**src/rtl/sha256_core_arbiter_if.sv**
```systemverilog
// rtl/sha256_core_arbiter_if.sv - requester/core handshake bundle for the SHA-256 core arbiter
// slave is the arbiter side; master is the requester-and-core side.
interface sha256_core_arbiter_if #(
  parameter int NUM_REQ = 4
);
  localparam int OW = $clog2(NUM_REQ);

  logic [NUM_REQ-1:0] req_i;
  logic [NUM_REQ-1:0] last_i;
  logic [NUM_REQ-1:0] ack_o;
  logic [NUM_REQ-1:0] grant_o;
  logic [OW-1:0]      owner_o;
  logic               busy_o;
  logic               core_start_o;
  logic               core_done_i;
  logic               core_abort_o;
  logic [NUM_REQ-1:0] blk_done_o;
  logic               err_o;

  modport slave (
    input  req_i, last_i, core_done_i,
    output ack_o, grant_o, owner_o, busy_o, core_start_o, core_abort_o, blk_done_o, err_o
  );

  modport master (
    output req_i, last_i, core_done_i,
    input  ack_o, grant_o, owner_o, busy_o, core_start_o, core_abort_o, blk_done_o, err_o
  );
endinterface

```
**src/rtl/sha256_core_arbiter.sv**
```systemverilog
// rtl/sha256_core_arbiter.sv - round-robin owner arbiter and block sequencer for a shared SHA-256 core
// Ownership is held per message; a watchdog releases a stalled core or an absent owner.
module sha256_core_arbiter #(
  parameter int NUM_REQ = 4,
  parameter int TIMEOUT = 256
) (
  input  logic                    clk,
  input  logic                    rst,
  sha256_core_arbiter_if.slave    bus
);
  localparam int OW = $clog2(NUM_REQ);
  localparam int WW = $clog2(TIMEOUT);

  typedef enum logic [1:0] {IDLE, START, WAIT, HOLD} state_t;

  state_t             state_q;
  logic [OW-1:0]      owner_q;
  logic [OW-1:0]      rr_q;
  logic               last_q;
  logic [WW-1:0]      wdog_q;
  logic [NUM_REQ-1:0] grant_q;
  logic               busy_q;
  logic               start_q;

  logic               win_found;
  logic [OW-1:0]      win_idx;
  logic [OW-1:0]      rr_d;
  logic               wdog_max;
  logic [NUM_REQ-1:0] ack_d;
  logic [NUM_REQ-1:0] blk_done_d;
  logic               err_d;
  logic               abort_d;

  // First requester at or above rr_q, wrapping
  always_comb begin
    win_found = 1'b0;
    win_idx   = '0;
    for (int i = 0; i < NUM_REQ; i++) begin
      int            j;
      logic [OW-1:0] cand;
      j = int'(rr_q) + i;
      if (j >= NUM_REQ) j = j - NUM_REQ;
      cand = OW'(j);
      if (!win_found && bus.req_i[cand]) begin
        win_found = 1'b1;
        win_idx   = cand;
      end
    end
  end

  assign rr_d     = (owner_q == OW'(NUM_REQ - 1)) ? '0 : owner_q + OW'(1);
  assign wdog_max = (wdog_q == WW'(TIMEOUT - 1));

  always_comb begin
    ack_d      = '0;
    blk_done_d = '0;
    err_d      = 1'b0;
    abort_d    = 1'b0;
    case (state_q)
      IDLE: if (win_found) ack_d[win_idx] = 1'b1;
      WAIT: begin
        if (bus.core_done_i) begin
          blk_done_d[owner_q] = 1'b1;
        end else if (wdog_max) begin
          err_d   = 1'b1;
          abort_d = 1'b1;
        end
      end
      HOLD: begin
        if (bus.req_i[owner_q]) ack_d[owner_q] = 1'b1;
        else if (wdog_max)      err_d = 1'b1;
      end
      default: ;
    endcase
  end

  always_ff @(posedge clk or posedge rst) begin
    if (rst) begin
      state_q <= IDLE;
      owner_q <= '0;
      rr_q    <= '0;
      last_q  <= 1'b0;
      wdog_q  <= '0;
      grant_q <= '0;
      busy_q  <= 1'b0;
      start_q <= 1'b0;
    end else begin
      case (state_q)
        IDLE: begin
          if (win_found) begin
            state_q <= START;
            owner_q <= win_idx;
            last_q  <= bus.last_i[win_idx];
            grant_q <= NUM_REQ'(1) << win_idx;
            busy_q  <= 1'b1;
            start_q <= 1'b1;
          end
        end
        START: begin
          state_q <= WAIT;
          wdog_q  <= '0;
          start_q <= 1'b0;
        end
        WAIT: begin
          if (bus.core_done_i) begin
            if (last_q) begin
              rr_q    <= rr_d;
              state_q <= IDLE;
              grant_q <= '0;
              busy_q  <= 1'b0;
            end else begin
              wdog_q  <= '0;
              state_q <= HOLD;
            end
          end else if (wdog_max) begin
            rr_q    <= rr_d;
            state_q <= IDLE;
            grant_q <= '0;
            busy_q  <= 1'b0;
          end else begin
            wdog_q <= wdog_q + WW'(1);
          end
        end
        HOLD: begin
          if (bus.req_i[owner_q]) begin
            last_q  <= bus.last_i[owner_q];
            state_q <= START;
            start_q <= 1'b1;
          end else if (wdog_max) begin
            rr_q    <= rr_d;
            state_q <= IDLE;
            grant_q <= '0;
            busy_q  <= 1'b0;
          end else begin
            wdog_q <= wdog_q + WW'(1);
          end
        end
        default: begin
          state_q <= IDLE;
          grant_q <= '0;
          busy_q  <= 1'b0;
          start_q <= 1'b0;
        end
      endcase
    end
  end

  assign bus.ack_o        = ack_d;
  assign bus.blk_done_o   = blk_done_d;
  assign bus.err_o        = err_d;
  assign bus.core_abort_o = abort_d;
  assign bus.grant_o      = grant_q;
  assign bus.owner_o      = owner_q;
  assign bus.busy_o       = busy_q;
  assign bus.core_start_o = start_q;
endmodule

```
**src/flat_wrapper.sv**
```systemverilog
// flat-port wrapper written by rule: the top's interface ports become plain ports
module sha256_core_arbiter_flat 
#(
  parameter int NUM_REQ = 4,
  parameter int TIMEOUT = 256
)
  (clk, rst, bus_req_i, bus_last_i, bus_core_done_i, bus_ack_o, bus_grant_o, bus_owner_o, bus_busy_o, bus_core_start_o, bus_core_abort_o, bus_blk_done_o, bus_err_o);
  sha256_core_arbiter_if #(.NUM_REQ(NUM_REQ)) bus_i ();
  input  logic clk;
  input  logic rst;
  input wire logic [$bits(bus_i.req_i)-1:0] bus_req_i;
  input wire logic [$bits(bus_i.last_i)-1:0] bus_last_i;
  input wire logic [$bits(bus_i.core_done_i)-1:0] bus_core_done_i;
  output wire logic [$bits(bus_i.ack_o)-1:0] bus_ack_o;
  output wire logic [$bits(bus_i.grant_o)-1:0] bus_grant_o;
  output wire logic [$bits(bus_i.owner_o)-1:0] bus_owner_o;
  output wire logic [$bits(bus_i.busy_o)-1:0] bus_busy_o;
  output wire logic [$bits(bus_i.core_start_o)-1:0] bus_core_start_o;
  output wire logic [$bits(bus_i.core_abort_o)-1:0] bus_core_abort_o;
  output wire logic [$bits(bus_i.blk_done_o)-1:0] bus_blk_done_o;
  output wire logic [$bits(bus_i.err_o)-1:0] bus_err_o;
  assign bus_i.req_i = bus_req_i;
  assign bus_i.last_i = bus_last_i;
  assign bus_i.core_done_i = bus_core_done_i;
  assign bus_ack_o = bus_i.ack_o;
  assign bus_grant_o = bus_i.grant_o;
  assign bus_owner_o = bus_i.owner_o;
  assign bus_busy_o = bus_i.busy_o;
  assign bus_core_start_o = bus_i.core_start_o;
  assign bus_core_abort_o = bus_i.core_abort_o;
  assign bus_blk_done_o = bus_i.blk_done_o;
  assign bus_err_o = bus_i.err_o;
  sha256_core_arbiter #(.NUM_REQ(NUM_REQ), .TIMEOUT(TIMEOUT)) u_core (.clk(clk), .rst(rst), .bus(bus_i));
endmodule
```
**config.mk**
```make
export PLATFORM = sky130hd
export DESIGN_NAME = sha256_core_arbiter_flat
export DESIGN_NICKNAME = d
export VERILOG_FILES = /design/src/rtl/sha256_core_arbiter_if.sv /design/src/rtl/sha256_core_arbiter.sv /design/src/flat_wrapper.sv
export SDC_FILE = /design/constraint.sdc
export NUM_CORES = 1
export LEC_CHECK = 0
export BUFFER_PORTS_ARGS = -buffer_cell sky130_fd_sc_hd__buf_4
export CAP_MARGIN = 20
export CORE_ASPECT_RATIO = 0.6
export CORE_MARGIN = 4
export CORE_UTILIZATION = 55
export CTS_CLUSTER_SIZE = 28
export DETAILED_ROUTE_END_ITERATION = 10
export PLACE_DENSITY = 0.82
export RECOVER_POWER = 50
export SLEW_MARGIN = 5
export SYNTH_ARGS = -nofsm -noshare
export SYNTH_HDL_FRONTEND = slang
export SYNTH_SLANG_ARGS = --single-unit
```
**constraint.sdc**
```tcl
create_clock -name clk -period 5.5 [get_ports clk]
set_clock_uncertainty 0.2 [all_clocks]
set_input_delay 1.1 -clock clk [delete_from_list [all_inputs] [get_ports clk]]
set_output_delay 1.1 -clock clk [all_outputs]
set_load 0.02 [all_outputs]
```
==> impl_metrics.toml, run 1 <==
[clock_network]
cts_buffers = 3
postCtsSetupBuffers = 0
clock-sinks = 21
ctsResizeCount = 0
clk_pin_slew_ps = 70
clock_path_buffers = 2
hold_buffers = 0
root_buffer = "clkbuf_8"
clk_latency_ps = 270
cts_tree = "yes"
htree_levels = 1

[sta]
whs_ps = 289
tightest_slew_ps = 1030
drv_slew = 0
hold_viol = 0
setup_violations = 0
finalCritPeriodShare_pct = 78.4
setup_tns_ps = 0
rsz0062_at_grt = "false"
worst_slack_ps = 1190
period_minus_slack_ps = 4310
relSlewSlack_pct = 30.8
max_freq_mhz = 232

[place]
dp_hpwl_um = 2930
dp_slack_ps = 1630
portBuffers = 28
place_congestion = 0.869

[detailed_routing]
vias = 1381
ant_nets = 0
dr.first_iter.drc_count = 147
wirelength_um = 3800
wl_per_cell_um = 17.4
drtPass1Iterations = 5
drc = 0
post_drt_via_cell_ratio = 6.33

[critical_path]
cp.arrival_ps = 3010
crit_path_start_kind = "primary input"
critPathKind = "primary input to output pin"
ff2ff_setup_slack_ps = 2640
timing.critical_path.fanout_max = 8
required_ps = 4200
end_kind = "output pin"

[finish]
syn_to_final_growth_pct = 14.2
drive_gt1_share_pct = 16.7
nets = 209
fin_util_pct = 67.1
fillCellCount = 198
antennaDiodeCount = 0

[global_routing]
grt_pass1_wl_um = 6310
overflow = 0
grt_pass1_vias = 1256
grtUsageMet3_pct = 5.58
grtUsageMet2_pct = 30.5
antenna_found_initial = 0
busiest_layer = "met1"
grt_usage_pct = 22.5
use_met1_pct = 36.3
grt_max_degree = 22

[synthesis]
ys.flop_type = "dfrtp_1"
ys_seq_elements = 21
syn-num-nets = 181
synth_cells = 159
synth_area_mm2 = 0.00149
netlist-cell-type-count = 49
ys_async_sr_fraction_pct = 100
avgSynthCellArea_um2 = 9.39
yosysSeqAreaShare_pct = 35.2
yosys_warnings = 0
synth_edf_count = 0

[job]
max_cap_violations = 0

[floorplanning]
dieArea_mm2 = 0.00364
start_util_pct = 58.8
die_x_um = 75.3
die_height_um = 48.4
core_mm2 = 0.00254
ios = 29
std_cell_rows = 14

[status]
status = "complete, no violations"

[power]
vdd_drop_max_v = 0.000316
p_leak_nw = 0.782
p_per_area_mw_per_mm2 = 540

[min_path]
hold_class = "register to register"
[per-layer routing]
metal | wire length [µm] | part of all wire, % | vias up
met2 | 1650 | 43 | 79
met1 | 1850 | 49 | 661
met4 | 35 | 0.92 | 0
met5 | 0 | 0 | -
met3 | 265 | 7.0 | 8
li1 | - | - | 633
[kinds of logic (layout without fill, tap and decap cells)]
| logic type | Yosys count | count (layout) | synth area share, % |
|---|---|---|---|
| flip-flops | 21 | 21 | 35.2 |
| XOR/XNOR | 5 | 5 | 2.93 |
| adder cells (fa/ha/maj) | 11 | 11 | 9.22 |
| multiplexers | 6 | 6 | 5.95 |
| AND/OR/NAND/NOR | 60 | 60 | 20.9 |
| buffers and inverters | 15 | 42 | 4.95 |
| AO/OA/AOI/OAI | 41 | 41 | 20.9 |
[through the flow]
stage          power (mW)  cells  cell area (µm²)
2_1_floorplan       0.676    159             1490
3_3_place_gp        0.819    214             1710
3_5_place_dp        0.838    214             1710
4_1_cts             0.945    218             1750
5_1_grt             0.991    218             1700
6_report            0.919    218             1700
[final timing paths]
kind,from,endpoint,cells past startpoint
setup / recovery,bus_req_i[0],bus_ack_o[3],8
hold / removal,u_core.bus.busy_o,u_core.bus.busy_o,1
setup reg to reg,u_core.rr_q[1],u_core.last_q,6
hold reg to reg,u_core.bus.busy_o,u_core.bus.busy_o,1
max in group asynchronous,rst,u_core.wdog_q[1],2
min in group asynchronous,rst,u_core.wdog_q[5],2
[flip-flops by register name, indices dropped and copies added (netlist names)]
register / cells
u_core.rr_q: 2
u_core.bus.core_start_o: 1
u_core.last_q: 1
u_core.wdog_q: 8
u_core.bus.owner_o: 2
u_core.bus.busy_o: 1
u_core.state_q: 2
u_core.bus.grant_o: 4
[layout make-up]
| cell class | instances | area (µm²) | share of cell area (%) |
|---|---|---|---|
| flip-flops and latches | 21 | 526 | 30.8 |
| inverters | 10 | 37.5 | 2.20 |
| well taps | 32 | 40.0 | 2.35 |
| repair buffers | 28 | 184 | 10.8 |
| multi-input cells | 123 | 872 | 51.2 |
| clock buffers | 4 | 45.0 | 2.64 |
[where the power goes]
| part | internal (mW) | total, mW | switching [mW] |
|---|---|---|---|
| Combinational | 0.214 | 0.541 | 0.327 |
| Clock | 0.0517 | 0.104 | 0.0518 |
| Sequential | 0.209 | 0.275 | 0.0656 |
| Total | 0.475 | 0.919 | 0.444 |
[placed cells by master, fill, tap and decap left out, drive strengths merged, types with 3 or more instances in the layout]
cell,synthesis,layout
dfrtp,21,21
a21o,3,3
nor2,20,20
o31ai,3,3
clkbuf,1,12
mux2i,3,3
a21oi,7,7
nand2,9,9
buf,4,20
inv,10,10
nor3b,4,4
nand3,5,5
ha,11,11
and3,5,5
nand4,5,5
o21ai,9,9
and2,3,3
xor2,4,4
nor2b,3,3
[Yosys cell counts, drive strengths merged, types with 2 or more instances]
master,n,share of area (%)
a21boi,2,1.0
a21o,3,1.6
a21oi,7,2.6
a22o,2,1.2
a22oi,2,1.0
and2,3,1.3
and3,5,2.1
buf,4,2.2
dfrtp,21,35
ha,11,9.2
inv,10,2.5
mux2i,3,2.0
mux4,2,3.2
nand2,9,2.3
nand3,5,1.7
nand4,5,2.1
nor2,20,5.0
nor2b,3,1.3
nor3b,4,2.3
o21ai,9,3.0
o31ai,3,1.5
o41ai,2,1.7
xor2,4,2.3
[critical path: stages]
cell and delay, ps:
buf_4 140, mux2i_1 170, nor2_1 70, a311oi_1 830, nand2_1 140, o2bb2a_1 320, nor2_1 80, buf_4 140
No activity file was read; power rests on OpenSTA's default activity.
==> run 2: changes to the inputs <==
Settings changed: CORE_UTILIZATION 55 to 49, PLACE_DENSITY 0.82 to 0.78.
Clock period 5.5 ns to 3.8 ns, I/O delays scaled along.
==> run 2 against run 1 <==
Via count fell by 2.8%. Final area increased by 1.8%. Clock-buffer cell count is the same. Critical path depth did not move. Final cell count grew 4.6%. Register-to-register slack got worse by 1300 ps. Flip-flop and latch count did not move. Global-route usage fell by 1.7 points. Sequential share of layout area is 0.53 points lower. Critical path type unchanged.
==> impl_metrics.toml, run 2 (synthesis results as in run 1) <==
[place]
portBuffers = 28
dp_hpwl_um = 2990
place_congestion = 0.860
dp_slack_ps = 586

[critical_path]
ff2ff_setup_slack_ps = 1310
cp_slowest_cell = "o22ai_1"
critPathKind = "primary input to output pin"
timing.critical_path.fanout_max = 9
required_ps = 2840
cp.arrival_ps = 2300
crit_path_start_kind = "primary input"
timing.rr.start = "u_core.rr_q[1]"
max_stage_delay_ps = 590
rr_worst_depth = 6
cp_cell_sequence = "buf_4, nor2b_1, nor2_1, o22ai_1, nor2_1, a22oi_1, nor2_1, buf_4"
r2r_end = "u_core.last_q"
end_kind = "output pin"
crit_top_cell = "nor2_1"

[finish]
antennaDiodeCount = 0
layout.cells.most_common_list = "dfrtp_1, nor2_1, buf_4"
final_common_cell = "dfrtp_1"
nets = 209
top_register = "u_core.wdog_q"
largest_reg_flops = 8
syn_to_final_growth_pct = 16.2
drive_gt1_share_pct = 17.2

[clock_network]
hold_buffers = 0
cts_buffers = 3
clock_path_buffers = 2
ctsResizeCount = 0
root_buffer = "clkbuf_8"
clk_latency_ps = 260
postCtsSetupBuffers = 0
cts_tree = "yes"
clock-sinks = 21
clk_pin_slew_ps = 70
htree_levels = 1

[power]
vdd_drop_max_v = 0.000346
p_total_mw = 1.34
p_leak_nw = 0.782
p_per_area_mw_per_mm2 = 770

[floorplanning]
start_util_pct = 51.6
std_cell_rows = 15
die_x_um = 79.3
ios = 29
core_mm2 = 0.00289
die_height_um = 50.8
dieArea_mm2 = 0.00402

[global_routing]
antenna_found_initial = 0
overflow = 0
grt_pass1_vias = 1349
grt_usage_pct = 20.8
grt_max_degree = 22
grt_pass1_wl_um = 6430

[detailed_routing]
ant_nets = 0
wirelength_um = 3810
drc = 0
vias = 1343
wl_per_cell_um = 16.7
post_drt_via_cell_ratio = 5.89
drtPass1Iterations = 4
dr.first_iter.drc_count = 172

[sta]
worst_slack_ps = 542
rsz0062_at_grt = "false"
whs_ps = 278
setup_violations = 0
drv_slew = 0
period_minus_slack_ps = 3260
relSlewSlack_pct = 39.6
finalCritPeriodShare_pct = 85.7
setup_tns_ps = 0
hold_viol = 0
tightest_slew_ps = 897
max_freq_mhz = 307

[job]
max_cap_violations = 0

[min_path]
hp-start = "u_core.bus.grant_o[3]"
hold_class = "register to register"
holdPathEnd = "u_core.bus.grant_o[3]"
hold_depth = 2

[status]
status = "complete, no violations"
==> run 2: changes by cell type in the layout (fill, tap and decap cells not counted) <==
cell | before | now
a311oi_4 | 0 | 1
a311oi_1 | 1 | 0
a21oi_1 | 7 | 6
buf_4 | 20 | 19
a21oi_2 | 0 | 1
clkbuf_1 | 8 | 9
==> run 2: worst max-delay path: cells and delay by family <==
family | cells | cell delay [ps]
AO/OA/AOI/OAI | 2 | 770
AND/OR/NAND/NOR | 4 | 470
buffers and inverters | 2 | 300
==> run 2: area by class of cell <==
type	count	area, µm²
fill	268	1160
multi-input combinational	123	893
sequential	21	526
timing repair buffer	28	180
tap	42	52.6
clock buffer	4	45.0
inverter	10	37.5
==> run 2: worst max-delay path by stage <==
stage                 startpoint            to  slack, ps  depth (start not counted)
floorplan           bus_req_i[0]  bus_ack_o[3]        740                          7
global placement    bus_req_i[0]  bus_ack_o[3]        680                          8
detailed placement  bus_req_i[0]  bus_ack_o[3]        590                          8
CTS                 bus_req_i[0]  bus_ack_o[3]        590                          8
global route        bus_req_i[0]  bus_ack_o[2]        360                          8
finish              bus_req_i[0]  bus_ack_o[2]        540                          8
==> run 2: per-stage QoR <==
step | utilization, % | cells | area [µm²]
floorplan | - | 159 | 1490
global placement | 59.5 | 224 | 1720
detailed placement | 59.5 | 224 | 1720
CTS | 61.0 | 228 | 1760
global route | 60.0 | 228 | 1730
finish | 60.0 | 228 | 1730
==> run 2: power breakdown <==
part / leakage, nW / internal (mW) / switching (mW)
Sequential: 0.269 / 0.302 / 0.0988
Combinational: 0.490 / 0.312 / 0.476
Clock: 0.0228 / 0.0748 / 0.0719
==> run 2: per-layer routing <==
| metal | track usage [%] | routed length [µm] | up-vias |
|---|---|---|---|
| li1 | - | - | 632 |
| met1 | 30.2 | 1720 | 636 |
| met2 | 30.2 | 1650 | 69 |
| met3 | 6.09 | 416 | 6 |
| met4 | 4.86 | 21 | 0 |
| met5 | 0 | 0 | - |
==> run 3: changes to the inputs <==
Settings changed: CORE_UTILIZATION 49 to 55, CTS_BUF_LIST set to sky130_fd_sc_hd__clkbuf_8 sky130_fd_sc_hd__clkbuf_16, PLACE_DENSITY 0.78 to 0.82.
Clock period 3.8 ns to 3.73 ns, I/O delays scaled along.
==> run 3 against run 2 <==
Utilization grew 7.8 points. Largest cell class unchanged. Wire length shrank 0.16%. Highest routed layer unchanged. Register-to-register slack lost 50 ps. Clock power is essentially flat. Critical path type unchanged. Sequential power grew 2%.
==> impl_metrics.toml, run 3 (synthesis results as in run 1) <==
[status]
status = "complete, no violations"

[min_path]
hold_depth = 1
hp-start = "u_core.bus.busy_o"
hold_class = "register to register"
holdPathEnd = "u_core.bus.busy_o"

[finish]
finalInstanceArea_mm2 = 0.00172
antennaDiodeCount = 0
largest_reg_flops = 8
layout.cells.most_common_list = "dfrtp_1, nor2_1, buf_4"
fin_cells = 218
syn_to_final_growth_pct = 15.3
drive_gt1_share_pct = 17.2
nets = 209
top_register = "u_core.wdog_q"
final_common_cell = "dfrtp_1"

[power]
p_total_mw = 1.37
p_leak_nw = 0.786
p_per_area_mw_per_mm2 = 796
vdd_drop_max_v = 0.000397

[critical_path]
crit_top_cell = "nor2_1"
cp.arrival_ps = 2310
cp_slowest_cell = "o22ai_1"
timing.rr.start = "u_core.state_q[0]"
rr_worst_depth = 8
cp_cell_sequence = "buf_4, nor2b_1, nor2_1, o22ai_1, nor2_1, a22oi_1, nor2_1, buf_4"
critPathKind = "primary input to output pin"
timing.critical_path.fanout_max = 9
max_stage_delay_ps = 590
crit_path_start_kind = "primary input"
end_kind = "output pin"
r2r_end = "u_core.wdog_q[3]"
required_ps = 2780
ff2ff_setup_slack_ps = 1260

[detailed_routing]
vias = 1374
dr.first_iter.drc_count = 110
wl_per_cell_um = 17.5
drc = 0
post_drt_via_cell_ratio = 6.30
drtPass1Iterations = 4
wirelength_um = 3810
ant_nets = 0

[clock_network]
cts_tree = "yes"
clk_pin_slew_ps = 70
clk_latency_ps = 260
root_buffer = "clkbuf_8"
postCtsSetupBuffers = 0
cts_buffers = 3
hold_buffers = 0
ctsResizeCount = 0
htree_levels = 1
clock_path_buffers = 2
clock-sinks = 21

[floorplanning]
die_x_um = 75.3
ios = 29
std_cell_rows = 14
core_mm2 = 0.00254
die_height_um = 48.4
start_util_pct = 58.8
dieArea_mm2 = 0.00364

[place]
dp_cells = 214
place_congestion = 0.869
portBuffers = 28
dp_hpwl_um = 2910
placed_area_mm2 = 0.00171

[sta]
rsz0062_at_grt = "false"
finalCritPeriodShare_pct = 87.4
relSlewSlack_pct = 45.6
setup_violations = 0
tightest_slew_ps = 815
max_freq_mhz = 307
drv_slew = 0
period_minus_slack_ps = 3260
setup_tns_ps = 0
hold_viol = 0

[global_routing]
grt_pass1_wl_um = 6080
grt_usage_pct = 21.9
grt_max_degree = 22
antenna_found_initial = 0
overflow = 0
grt_pass1_vias = 1208

[job]
max_cap_violations = 0
## run 3: cell types whose count changed in the layout (fill, tap and decap cells not counted), sizes merged
cell,delta
clkbuf,-1
inv,+1
## run 3: how the worst max path moves through the flow
stage	end	slack, ps	start
2_1_floorplan	bus_ack_o[3]	700	bus_req_i[0]
3_3_place_gp	bus_ack_o[3]	650	bus_req_i[0]
3_5_place_dp	bus_ack_o[2]	560	bus_req_i[0]
4_1_cts	bus_ack_o[2]	560	bus_req_i[0]
5_1_grt	bus_ack_o[2]	400	bus_req_i[0]
6_report	bus_ack_o[2]	470	bus_req_i[0]
## run 3: critical path, delay by kind of cell
| family | cells | cell delay (ps) |
|---|---|---|
| buffers and inverters | 2 | 300 |
| AOI/OAI and AO/OA | 2 | 780 |
| and+or+nand+nor | 4 | 490 |
## run 3: power breakdown
group	switching [mW]	total (mW)	internal (mW)
Combinational	0.491	0.811	0.321
Sequential	0.101	0.409	0.308
Clock	0.0756	0.149	0.0735
## run 3: cell type report
class | instances | area [µm²]
multi-input cells | 123 | 893
fillers | 213 | 818
flip-flops and latches | 21 | 526
repair buffers | 28 | 180
clock buffers | 3 | 41.3
well taps | 32 | 40.0
inverters | 10 | 37.5
clock inverters | 1 | 3.75
## run 3: per-layer routing
layer  track usage [%]  vias up  wire [µm]
li1                  -      631          -
met1              35.3      658       1820
met2              28.3       81       1620
met3              4.75        4        321
met4              7.27        0         47
met5                 0        -          0
## run 3: through the flow
| step | setup WS (ps) | util (%) | hold slack (ps) |
|---|---|---|---|
| CTS | 562 | 69.0 | 304 |
| global placement | 645 | 67.2 | 274 |
| detailed placement | 565 | 67.2 | 275 |
| floorplan | 699 | - | 298 |
| global route | 405 | 67.8 | 323 |
| finish | 472 | 67.8 | 295 |
